**src/rtl/mem_bus_arbiter.sv**
```systemverilog
// Shares one two-phase (addr_ok / data_ok) memory bus between the fetch port and
// the data port, returning one-cycle completion pulses and per-port stalls.
module mem_bus_arbiter (
    input  logic        clk,
    input  logic        rst,
    input  logic        inst_req,
    input  logic [31:0] inst_addr,
    output logic [31:0] inst_rdata,
    output logic        inst_valid,
    output logic        inst_stall,
    input  logic        data_ce,
    input  logic [3:0]  data_we,
    input  logic [31:0] data_addr,
    input  logic [31:0] data_wdata,
    input  logic [2:0]  data_size,
    output logic [31:0] data_rdata,
    output logic        data_valid,
    output logic        data_stall,
    input  logic        flush,
    output logic        bus_req,
    output logic        bus_wr,
    output logic [1:0]  bus_size,
    output logic [31:0] bus_addr,
    output logic [31:0] bus_wdata,
    output logic [3:0]  bus_wstrb,
    input  logic        bus_addr_ok,
    input  logic        bus_data_ok,
    input  logic [31:0] bus_rdata
);

    localparam logic [1:0] ST_IDLE = 2'd0;
    localparam logic [1:0] ST_ADDR = 2'd1;
    localparam logic [1:0] ST_DATA = 2'd2;

    localparam logic OWN_INST = 1'b0;
    localparam logic OWN_DATA = 1'b1;

    logic [1:0]  state_reg, state_next;
    logic        owner_reg, owner_next;
    logic        last_grant_reg, last_grant_next;
    logic        discard_reg, discard_next;

    logic [31:0] addr_reg;
    logic [31:0] wdata_reg;
    logic [3:0]  wstrb_reg;
    logic        wr_reg;
    logic [1:0]  size_reg;

    logic [31:0] inst_rdata_reg, data_rdata_reg;
    logic        inst_valid_reg, data_valid_reg;

    logic        inst_pend, data_pend;
    logic        inst_elig, data_elig;
    logic        grant, grant_data;
    logic        complete, deliver;
    logic        size_unused;

    assign size_unused = data_size[2];

    assign inst_pend = inst_req;
    assign data_pend = data_ce | (|data_we);

    // A port whose completion pulse is showing this cycle has already been served.
    assign inst_elig  = inst_pend & ~inst_valid_reg;
    assign data_elig  = data_pend & ~data_valid_reg;
    assign grant_data = data_elig & (~inst_elig | (last_grant_reg == OWN_INST));
    assign grant      = (state_reg == ST_IDLE) & ~flush & (inst_elig | data_elig);

    assign complete = (state_reg == ST_DATA) & bus_data_ok;
    assign deliver  = complete & ~discard_reg & ~flush;

    always_comb begin
        state_next      = state_reg;
        owner_next      = owner_reg;
        last_grant_next = last_grant_reg;
        discard_next    = discard_reg;
        case (state_reg)
            ST_IDLE: begin
                if (grant) begin
                    state_next      = ST_ADDR;
                    owner_next      = grant_data ? OWN_DATA : OWN_INST;
                    last_grant_next = grant_data ? OWN_DATA : OWN_INST;
                    discard_next    = 1'b0;
                end
            end
            ST_ADDR: begin
                if (flush) begin
                    discard_next = 1'b1;
                end
                if (bus_addr_ok) begin
                    state_next = ST_DATA;
                end
            end
            ST_DATA: begin
                if (bus_data_ok) begin
                    state_next   = ST_IDLE;
                    discard_next = 1'b0;
                end else if (flush) begin
                    discard_next = 1'b1;
                end
            end
            default: begin
                state_next = ST_IDLE;
            end
        endcase
    end

    always_ff @(posedge clk) begin
        if (rst) begin
            state_reg      <= ST_IDLE;
            owner_reg      <= OWN_INST;
            last_grant_reg <= OWN_INST;
            discard_reg    <= 1'b0;
            addr_reg       <= 32'd0;
            wdata_reg      <= 32'd0;
            wstrb_reg      <= 4'd0;
            wr_reg         <= 1'b0;
            size_reg       <= 2'd0;
            inst_rdata_reg <= 32'd0;
            data_rdata_reg <= 32'd0;
            inst_valid_reg <= 1'b0;
            data_valid_reg <= 1'b0;
        end else begin
            state_reg      <= state_next;
            owner_reg      <= owner_next;
            last_grant_reg <= last_grant_next;
            discard_reg    <= discard_next;

            // Bus fields are frozen from grant until the next grant.
            if (grant) begin
                if (grant_data) begin
                    addr_reg  <= data_addr;
                    wdata_reg <= data_wdata;
                    wstrb_reg <= data_we;
                    wr_reg    <= |data_we;
                    size_reg  <= data_size[1:0];
                end else begin
                    addr_reg  <= inst_addr;
                    wdata_reg <= 32'd0;
                    wstrb_reg <= 4'd0;
                    wr_reg    <= 1'b0;
                    size_reg  <= 2'd2;
                end
            end

            inst_valid_reg <= deliver & (owner_reg == OWN_INST);
            data_valid_reg <= deliver & (owner_reg == OWN_DATA);

            if (deliver && owner_reg == OWN_INST) begin
                inst_rdata_reg <= bus_rdata;
            end
            if (deliver && owner_reg == OWN_DATA && !wr_reg) begin
                data_rdata_reg <= bus_rdata;
            end
        end
    end

    assign bus_req    = (state_reg == ST_ADDR);
    assign bus_wr     = wr_reg;
    assign bus_size   = size_reg;
    assign bus_addr   = addr_reg;
    assign bus_wdata  = wdata_reg;
    assign bus_wstrb  = wstrb_reg;

    assign inst_rdata = inst_rdata_reg;
    assign inst_valid = inst_valid_reg;
    assign data_rdata = data_rdata_reg;
    assign data_valid = data_valid_reg;

    assign inst_stall = inst_pend & ~inst_valid_reg;
    assign data_stall = data_pend & ~data_valid_reg;

endmodule
```
**config.mk**
```make
export PLATFORM = sky130hd
export DESIGN_NAME = mem_bus_arbiter
export DESIGN_NICKNAME = d
export VERILOG_FILES = /design/src/rtl/mem_bus_arbiter.sv
export SDC_FILE = /design/constraint.sdc
export NUM_CORES = 1
export LEC_CHECK = 0
export ABC_CLOCK_PERIOD_IN_PS = 1770
export CORE_ASPECT_RATIO = 1.4
export CORE_MARGIN = 4
export CORE_UTILIZATION = 36
export DETAILED_ROUTE_END_ITERATION = 8
export PLACE_DENSITY = 0.77
export SKIP_CTS_REPAIR_TIMING = 1
export SYNTH_ARGS = -nofsm -noshare
export SYNTH_HDL_FRONTEND = slang
export SYNTH_SLANG_ARGS = --single-unit
```
**constraint.sdc**
```tcl
create_clock -name clk -period 1.77 [get_ports clk]
set_clock_uncertainty 0.2 [all_clocks]
set_input_delay 0.354 -clock clk [delete_from_list [all_inputs] [get_ports clk]]
set_output_delay 0.354 -clock clk [all_outputs]
set_load 0.1 [all_outputs]
```
==> results of run 1 <==
## per-stage QoR
stage / hold WS (ns) / instances / utilization, % / setup WS, ns / area, um2
5_1_grt: 0.0210 / 1074 / 76.8 / -0.168 / 11500
2_1_floorplan: 0.276 / 564 / - / -0.451 / 5550
3_3_place_gp: 0.279 / 1028 / 67.9 / -0.678 / 10100
6_report: 0.0163 / 1074 / 76.8 / -0.144 / 11500
3_5_place_dp: 0.283 / 1028 / 67.9 / -0.753 / 10100
4_1_cts: 0.0504 / 1059 / 71.8 / -0.481 / 10700
## metal layers
layer,track usage (%),part of all wire [%]
met4,8.53,3.4
met1,24.2,36
met5,0,0
met2,41.2,55
met3,6.50,6.5
## kinds of logic after synthesis
kind of cell             count (synthesis)
adder cells (fa/ha/maj)                  5
AND/OR/NAND/NOR                        156
multiplexers                            33
AO/OA/AOI/OAI                          177
buffers and inverters                   52
flip-flops                             141
## area by class of cell
cell class	instances	area, um2	area share (%)
antenna	1	2.50	0.0218
clock buffer	18	429	3.74
clock inverter	13	156	1.36
inverter	6	40.0	0.349
multi-input combinational	371	2850	24.9
sequential	141	2840	24.7
tap	192	240	2.10
timing repair buffer	332	4910	42.8
## power by group
part           switching (mW)  total [mW]  internal, mW
registers               0.505        4.14          3.64
logic                    4.73        7.78          3.05
clock network            1.49        3.60          2.11
## how the worst min path moves through the flow
stage                         from              to  cells past startpoint
floorplan           data_wdata[20]   bus_wdata[20]                      1
global placement    data_rdata[11]  data_rdata[11]                      2
detailed placement  data_rdata[27]  data_rdata[27]                      2
CTS                            rst          bus_wr                      2
global route            data_we[3]    bus_wstrb[3]                      2
finish                  data_we[3]    bus_wstrb[3]                      2
## critical path: stages (launching register included)
cell and delay [ns]:
dfxtp_4 0.34, nand2b_4 0.17, inv_12 0.03, a221o_4 0.46
buf_12 0.19, mux2i_2 0.27, a211oi_2 0.12
## cells in the final DEF (no fill, tap or decap), drive strengths merged
cell             n
a221o            1
o32ai            1
dfxtp          141
and4             1
a22o            37
mux2i           33
nand4b           1
nor2b            2
nand3            1
dlymetal6s2s     4
and2             1
nor4             2
inv             12
o221a            2
dlygate4sd3      1
bufinv           2
clkinv           5
clkdlybuf4s50  132
nand2          134
buf            187
a211oi          32
ha               5
nor2             3
clkbuf          26
or3              2
nor4b            1
nand4bb          1
o21ai            2
diode            1
nand2b           3
a21o             1
a21oi          101
nor3             4
==> flow_summary.ini, run 1 <==
[global_routing]
grt_max_degree = 49
grt-ovfl-total = 0
grt_first_pass_wirelength_um = 30900
grt_pass1_vias = 5670
track_usage_pct = 22.5
antenna_found_initial = 1

[hold_path]
hold_class = in2reg

[finish]
nFillCells = 912
area_delta_synth_final_pct = 110
drive_above_1_share_pct = 40.4
final_nets = 1016

[critical_path]
regToRegSetupSlack_ns = -0.14
required_ns = 1.85
cp_data_arrival_time_ns = 1.99
end_kind = flip-flop
path_class = reg2reg
startpoint = inst_valid
startpoint_type = flip-flop
crit_end = bus_addr[7]
reg2reg_depth = 6
r2r_end = bus_addr[7]
cp_max_fo = 13
r2r-start = inst_valid

[synth]
synth_top_family_by_area = compound AO/OA/AOI/OAI gates
synth_cell_types = 37
syn_area_per_cell_um2 = 9.67
netlist_area_mm2 = 0.00546
yosysMostFrequentCell = dfxtp_1
ys_seq_elements = 141
synth.area.mux_share_pct = 6.05
ys_top_cells_by_count = 141 x dfxtp_1, 134 x nand2_1, 99 x a21oi_1
yosysWarnings = 0
synth_edf_count = 0
synth.yosys.seq_area_share_pct = 51.7
synth-simple-area-share_pct = 12.5
synth_nets = 711
yosysTopAreaCellShare_pct = 51.7
synth_compound_area_share_pct = 23.5
synthTopCellsByArea = dfxtp_1 52%, nand2_1 9.2%, a21oi_1 9.1%
synth_xor_area_share_pct = 0
synthArstFlopShare_pct = 0
yosysTopAreaCell = dfxtp_1
synth_fa_ha_area_share_pct = 1.15
syn_inst = 564
synth_ff_type = dfxtp_1

[route]
ant_nets = 0
vias_per_cell = 5.16
wl_per_cell_um = 20.6
num_vias = 5538
dr.pass1.iters = 5
drc = 0
wl_um = 22100
drt_iter0_markers = 240

[cts]
insertion_delay_ns = 0.40
cts_buffers = 17
cts.path.max_buffers = 2
cts_root_buf = clkbuf_16
ctsHtreeMaxLevel = 4
path_clk_slew_ns = 0.06
cts_sinks = 141
cts_tree = built

[die]
die_area_mm2 = 0.0172
die_y_um = 154
pin_count = 282
dieWidth_um = 112
initial_utilization_pct = 36.6
num_rows = 53
core_mm2 = 0.0149

[timing]
worst_slew_pin_slew_ns = 0.596
max_slew_margin_pct = 60.3
hold_viol_final = 0
setup_viol_count_final = 105
fmax_mhz = 523
slew_violations = 0
period_share_pct = 108
setup_tns_ns = -5.76
setup_ws_ns = -0.144
rsz0062_at_grt = true
period_needed_ns = 1.91

[place]
portBuffers = 280
place.gp.congestion = 0.814
place_hpwl_um = 14600

[run]
drv_cap = 0

[pwr]
power.density_mw_per_mm2 = 1350
p_leak_nw = 4.45
p_total_mw = 15.5
vdd_ir_drop_max_mv = 0.768

[outcome]
status = complete, but fails checks
violations = setup timing
No activity file was read; power rests on OpenSTA's default activity.
==> inputs of run 2 (changes only) <==
--- a/config.mk
+++ b/config.mk
@@ -10,6 +10,7 @@
 export CORE_MARGIN = 4
 export CORE_UTILIZATION = 36
 export DETAILED_ROUTE_END_ITERATION = 8
+export HOLD_SLACK_MARGIN = 0.06
 export PLACE_DENSITY = 0.77
 export SKIP_CTS_REPAIR_TIMING = 1
 export SYNTH_ARGS = -nofsm -noshare
==> run 2 against run 1 <==
  * The flow still finishes with violations (setup timing)
  * Wire length rose by 0.50%
  * Die area did not move
  * Critical path depth did not move
  * Hold slack better by 0.051 ns
  * Non-clock buffer count grew 2
  * Sequential share of layout area is essentially flat
  * Via count is 0.74% higher
  * Register-to-register slack hardly changed
  * Count of clock-buffer cells in the layout is the same
  * Sequential power about the same
  * First-iteration DRC count decreased by 20%
  * Largest power group unchanged
  * Highest routed layer unchanged
==> flow_summary.ini, run 2 (synthesis gave the netlist of run 1 again) <==
[timing]
setup_ws_ns = -0.144
period_needed_ns = 1.91
max_slew_margin_pct = 60.4
setup_viol_count_final = 105
setup_tns_ns = -5.94
worst_slew_pin_slew_ns = 0.594
rsz0062_at_grt = true
hold_viol_final = 0
slew_violations = 0
period_share_pct = 108
fmax_mhz = 522

[hold_path]
hold_class = in2reg
min_from = rst
holdPathStages = 2
min_to = bus_wr

[critical_path]
r2r_end = bus_addr[7]
cp_max_fo = 13
path_class = reg2reg
end_kind = flip-flop
r2r-start = inst_valid
cp_data_arrival_time_ns = 1.99
required_ns = 1.84
startpoint_type = flip-flop
reg2reg_depth = 6
regToRegSetupSlack_ns = -0.14

[finish]
area_delta_synth_final_pct = 111
multi_input_area_mm2 = 0.00285
register_area_mm2 = 0.00284
fin_area_mm2 = 0.0115
final_common_cell = buf_12
drive_above_1_share_pct = 40.3
nFillCells = 903
final_nets = 1018
final_cell_mix = 153 x buf_12, 136 x dfxtp_1, 132 x clkdlybuf4s50_1

[pwr]
power_frac_seq_pct = 26.7
switching_share_pct = 43.3
vdd_ir_drop_max_mv = 0.768
power.density_mw_per_mm2 = 1350
internal_power_mw = 8.80
p_leak_nw = 4.46
p_total_mw = 15.5
p_switching_mw = 6.71
p_comb_share_pct = 50.2
clkPwrFrac_pct = 23.1

[die]
initial_utilization_pct = 36.6
pin_count = 282
die_y_um = 154
num_rows = 53
die_area_mm2 = 0.0172
dieWidth_um = 112
core_mm2 = 0.0149

[route]
wl_per_cell_um = 20.6
vias_per_cell = 5.18
wl_um = 22200
num_vias = 5579
drt_iter0_markers = 192
drc = 0
ant_nets = 0
dr.pass1.iters = 4

[global_routing]
grt-ovfl-total = 0
antenna_found_initial = 1
grt_max_degree = 49
grt_pass1_vias = 5670
grt_first_pass_wirelength_um = 30900
track_usage_pct = 22.5

[cts]
path_clk_slew_ns = 0.06
cts_root_buf = clkbuf_16
cts.path.max_buffers = 2
cts_sinks = 141
cts_buffers = 17
cts_tree = built
insertion_delay_ns = 0.40
ctsHtreeMaxLevel = 4

[run]
drv_cap = 0

[place]
placed_area_mm2 = 0.0101
place_hpwl_um = 14600
place.gp.congestion = 0.814
portBuffers = 280
dp_slack_ns = -0.753

[outcome]
violations = setup timing
status = complete, but fails checks
run 2: area by class of cell:
| class | count | share of cell area, % |
|---|---|---|
| Sequential cell | 141 | 24.7 |
| Tap cell | 192 | 2.09 |
| Inverter | 6 | 0.349 |
| Timing Repair Buffer | 334 | 42.9 |
| Multi-Input combinational cell | 371 | 24.8 |
| Antenna cell | 1 | 0.0218 |
| Clock inverter | 13 | 1.36 |
| Clock buffer | 18 | 3.74 |
run 2: worst max-delay path by stage:
stage                       from        endpoint  slack, ns  cells after the start
floorplan             inst_valid     bus_size[0]      -0.45                      7
global placement      data_we[0]   bus_wdata[12]      -0.68                      7
detailed placement    data_we[0]     bus_addr[7]      -0.75                      7
CTS                   data_we[0]      data_stall      -0.48                      6
global route        state_reg[0]  data_rdata[22]      -0.17                      9
finish                inst_valid     bus_addr[7]      -0.14                      6
run 2: stage by stage:
stage | hold slack (ns) | instances | util (%)
global route | 0.0755 | 1076 | 77.0
global placement | 0.279 | 1028 | 67.9
CTS | 0.0504 | 1059 | 71.8
finish | 0.0676 | 1076 | 77.0
detailed placement | 0.283 | 1028 | 67.9
floorplan | 0.276 | 564 | -
run 2: critical path, cell delays in order (launching register included):
cell and delay (ns):
dfxtp_4 0.34, nand2b_4 0.17, inv_12 0.03, a221o_4 0.46
buf_12 0.20, mux2i_2 0.27, a211oi_2 0.12
run 2: power groups by stage:
stage	Clock [mW]	Sequential, mW	Combinational [mW]
after floorplan	0	6.93	1.63
after global placement	0	4.16	7.24
after detailed placement	0	4.18	7.35
after CTS	3.64	4.12	7.38
after global routing	3.77	4.19	8.03
final	3.58	4.15	7.78
run 2: layer usage:
metal,share of wire (%),track usage [%],vias up
met1,35,24.2,2706
li1,-,-,2602
met3,6.4,6.50,50
met4,3.4,8.53,0
met2,55,41.2,221
met5,0,0,-
==> inputs of run 3 (changes only) <==
--- a/config.mk
+++ b/config.mk
@@ -8,10 +8,11 @@
 export ABC_CLOCK_PERIOD_IN_PS = 1770
 export CORE_ASPECT_RATIO = 1.4
 export CORE_MARGIN = 4
-export CORE_UTILIZATION = 36
+export CORE_UTILIZATION = 37
+export CTS_BUF_LIST = sky130_fd_sc_hd__clkbuf_4 sky130_fd_sc_hd__clkbuf_8
 export DETAILED_ROUTE_END_ITERATION = 8
 export HOLD_SLACK_MARGIN = 0.06
-export PLACE_DENSITY = 0.77
+export PLACE_DENSITY = 0.79
 export SKIP_CTS_REPAIR_TIMING = 1
 export SYNTH_ARGS = -nofsm -noshare
 export SYNTH_HDL_FRONTEND = slang
==> run 3 against run 2 <==
  * The flow still finishes with violations (setup timing)
  * Non-clock buffer count rose by 11
  * Clock power decreased by 24%
  * Critical path depth rose by 2
  * Critical path type unchanged
==> flow_summary.ini, run 3 (synthesis gave the netlist of run 1 again) <==
[die]
num_rows = 52
pin_count = 282
die_y_um = 152
initial_utilization_pct = 37.8
die_area_mm2 = 0.0168
core_mm2 = 0.0144
dieWidth_um = 111

[pwr]
power_frac_seq_pct = 27.8
p_total_mw = 15.0
power.density_mw_per_mm2 = 1280
internal_power_mw = 8.32
vdd_ir_drop_max_mv = 0.710
switching_share_pct = 44.4
p_comb_share_pct = 54.1
p_leak_nw = 4.58
p_switching_mw = 6.64
clkPwrFrac_pct = 18.1

[critical_path]
crit_end = bus_wdata[13]
cp_data_arrival_time_ns = 2.12
startpoint_type = flip-flop
reg2reg_depth = 8
path_class = reg2reg
regToRegSetupSlack_ns = -0.17
r2r-start = inst_valid
cp_max_fo = 10
r2r_end = bus_wdata[13]
end_kind = flip-flop
path_cells = nand2b_4 -> inv_12 -> a221o_2 -> buf_6 -> nor3_4 -> buf_12 -> buf_12 -> a22o_1
crit_family = compound AO/OA/AOI/OAI gates
crit_buf_inv = 4
crit_top_cell = buf_12
crit_slowest_cell = a221o_2
startpoint = inst_valid
slowest_delay_ns = 0.39
required_ns = 1.96
worstSetupPathDepth = 8

[route]
dr.pass1.iters = 5
wl_per_cell_um = 22.1
num_vias = 5733
vias_per_cell = 5.29
drc = 0
ant_nets = 0
wl_um = 23900
drt_iter0_markers = 293

[finish]
final_nets = 1029
diodes = 0
fin_util_pct = 80.9
area_delta_synth_final_pct = 114
fin_area_mm2 = 0.0117
final_cell_mix = 155 x buf_12, 136 x dfxtp_1, 134 x clkdlybuf4s50_1
final_common_cell = buf_12
instances_no_fill = 1083
drive_above_1_share_pct = 44.5

[global_routing]
antenna_found_initial = 0
grt_pass1_vias = 5386
grt_max_degree = 54
grt-ovfl-total = 0
track_usage_pct = 22.1
grt_first_pass_wirelength_um = 29400

[place]
dp.cells = 1026
portBuffers = 280
placed_area_mm2 = 0.0101
place_hpwl_um = 14300
place.gp.congestion = 0.808
dp_slack_ns = -0.729

[run]
drv_cap = 0

[timing]
slew_violations = 0
holdWs_ns = 0.123
fmax_mhz = 516
setup_tns_ns = -11.69
rsz0062_at_grt = true
setup_viol_count_final = 139
max_slew_margin_pct = 69.8
period_needed_ns = 1.94
period_share_pct = 110
setup_ws_ns = -0.169
worst_slew_pin_slew_ns = 0.447
hold_viol_final = 0

[cts]
cts_sinks = 141
ctsHtreeMaxLevel = 4
cts_buffers = 17
path_clk_slew_ns = 0.08
cts_root_buf = clkbuf_8
cts.path.max_buffers = 2
insertion_delay_ns = 0.45
cts_tree = built

[outcome]
violations = setup timing
status = complete, but fails checks

[hold_path]
hold_class = in2reg
[run 3: area by class of cell]
| class | count | area (um2) |
|---|---|---|
| tap | 189 | 236 |
| sequential | 141 | 2840 |
| multi-input combinational | 371 | 3020 |
| inverter | 6 | 40.0 |
| fill | 766 | 2770 |
| clock inverter | 12 | 145 |
| timing repair buffer | 345 | 5150 |
| clock buffer | 19 | 255 |
[run 3: worst min-delay path by stage]
stage | from | end | depth (start not counted)
after floorplan | data_wdata[20] | bus_wdata[20] | 1
after global placement | inst_rdata[2] | inst_rdata[2] | 2
after detailed placement | inst_rdata[24] | inst_rdata[24] | 2
after CTS | rst | state_reg[1] | 3
after global routing | rst | state_reg[1] | 3
final | rst | state_reg[1] | 3
[run 3: per-layer routing]
metal  global-route usage [%]  up-vias  part of all wire [%]
li1                         -     2618                     -
met1                     24.6     2750                    35
met2                     38.8      301                    55
met3                     7.71       64                   6.7
met4                     8.63        0                   3.5
met5                        0        -                     0
[run 3: power by group through the flow]
stage	registers, mW	logic (mW)	clock network (mW)
floorplan	6.93	1.63	0
global placement	4.16	7.23	0
detailed placement	4.19	7.31	0
CTS	4.12	7.32	2.74
global route	4.20	8.33	2.87
finish	4.16	8.10	2.71
[run 3: worst reg2reg max path: cells and delay by family (launching register included)]
family	cells	cell delay, ns
compound gates	2	0.56
buf+inv	4	0.46
flops	1	0.35
simple gates	2	0.30
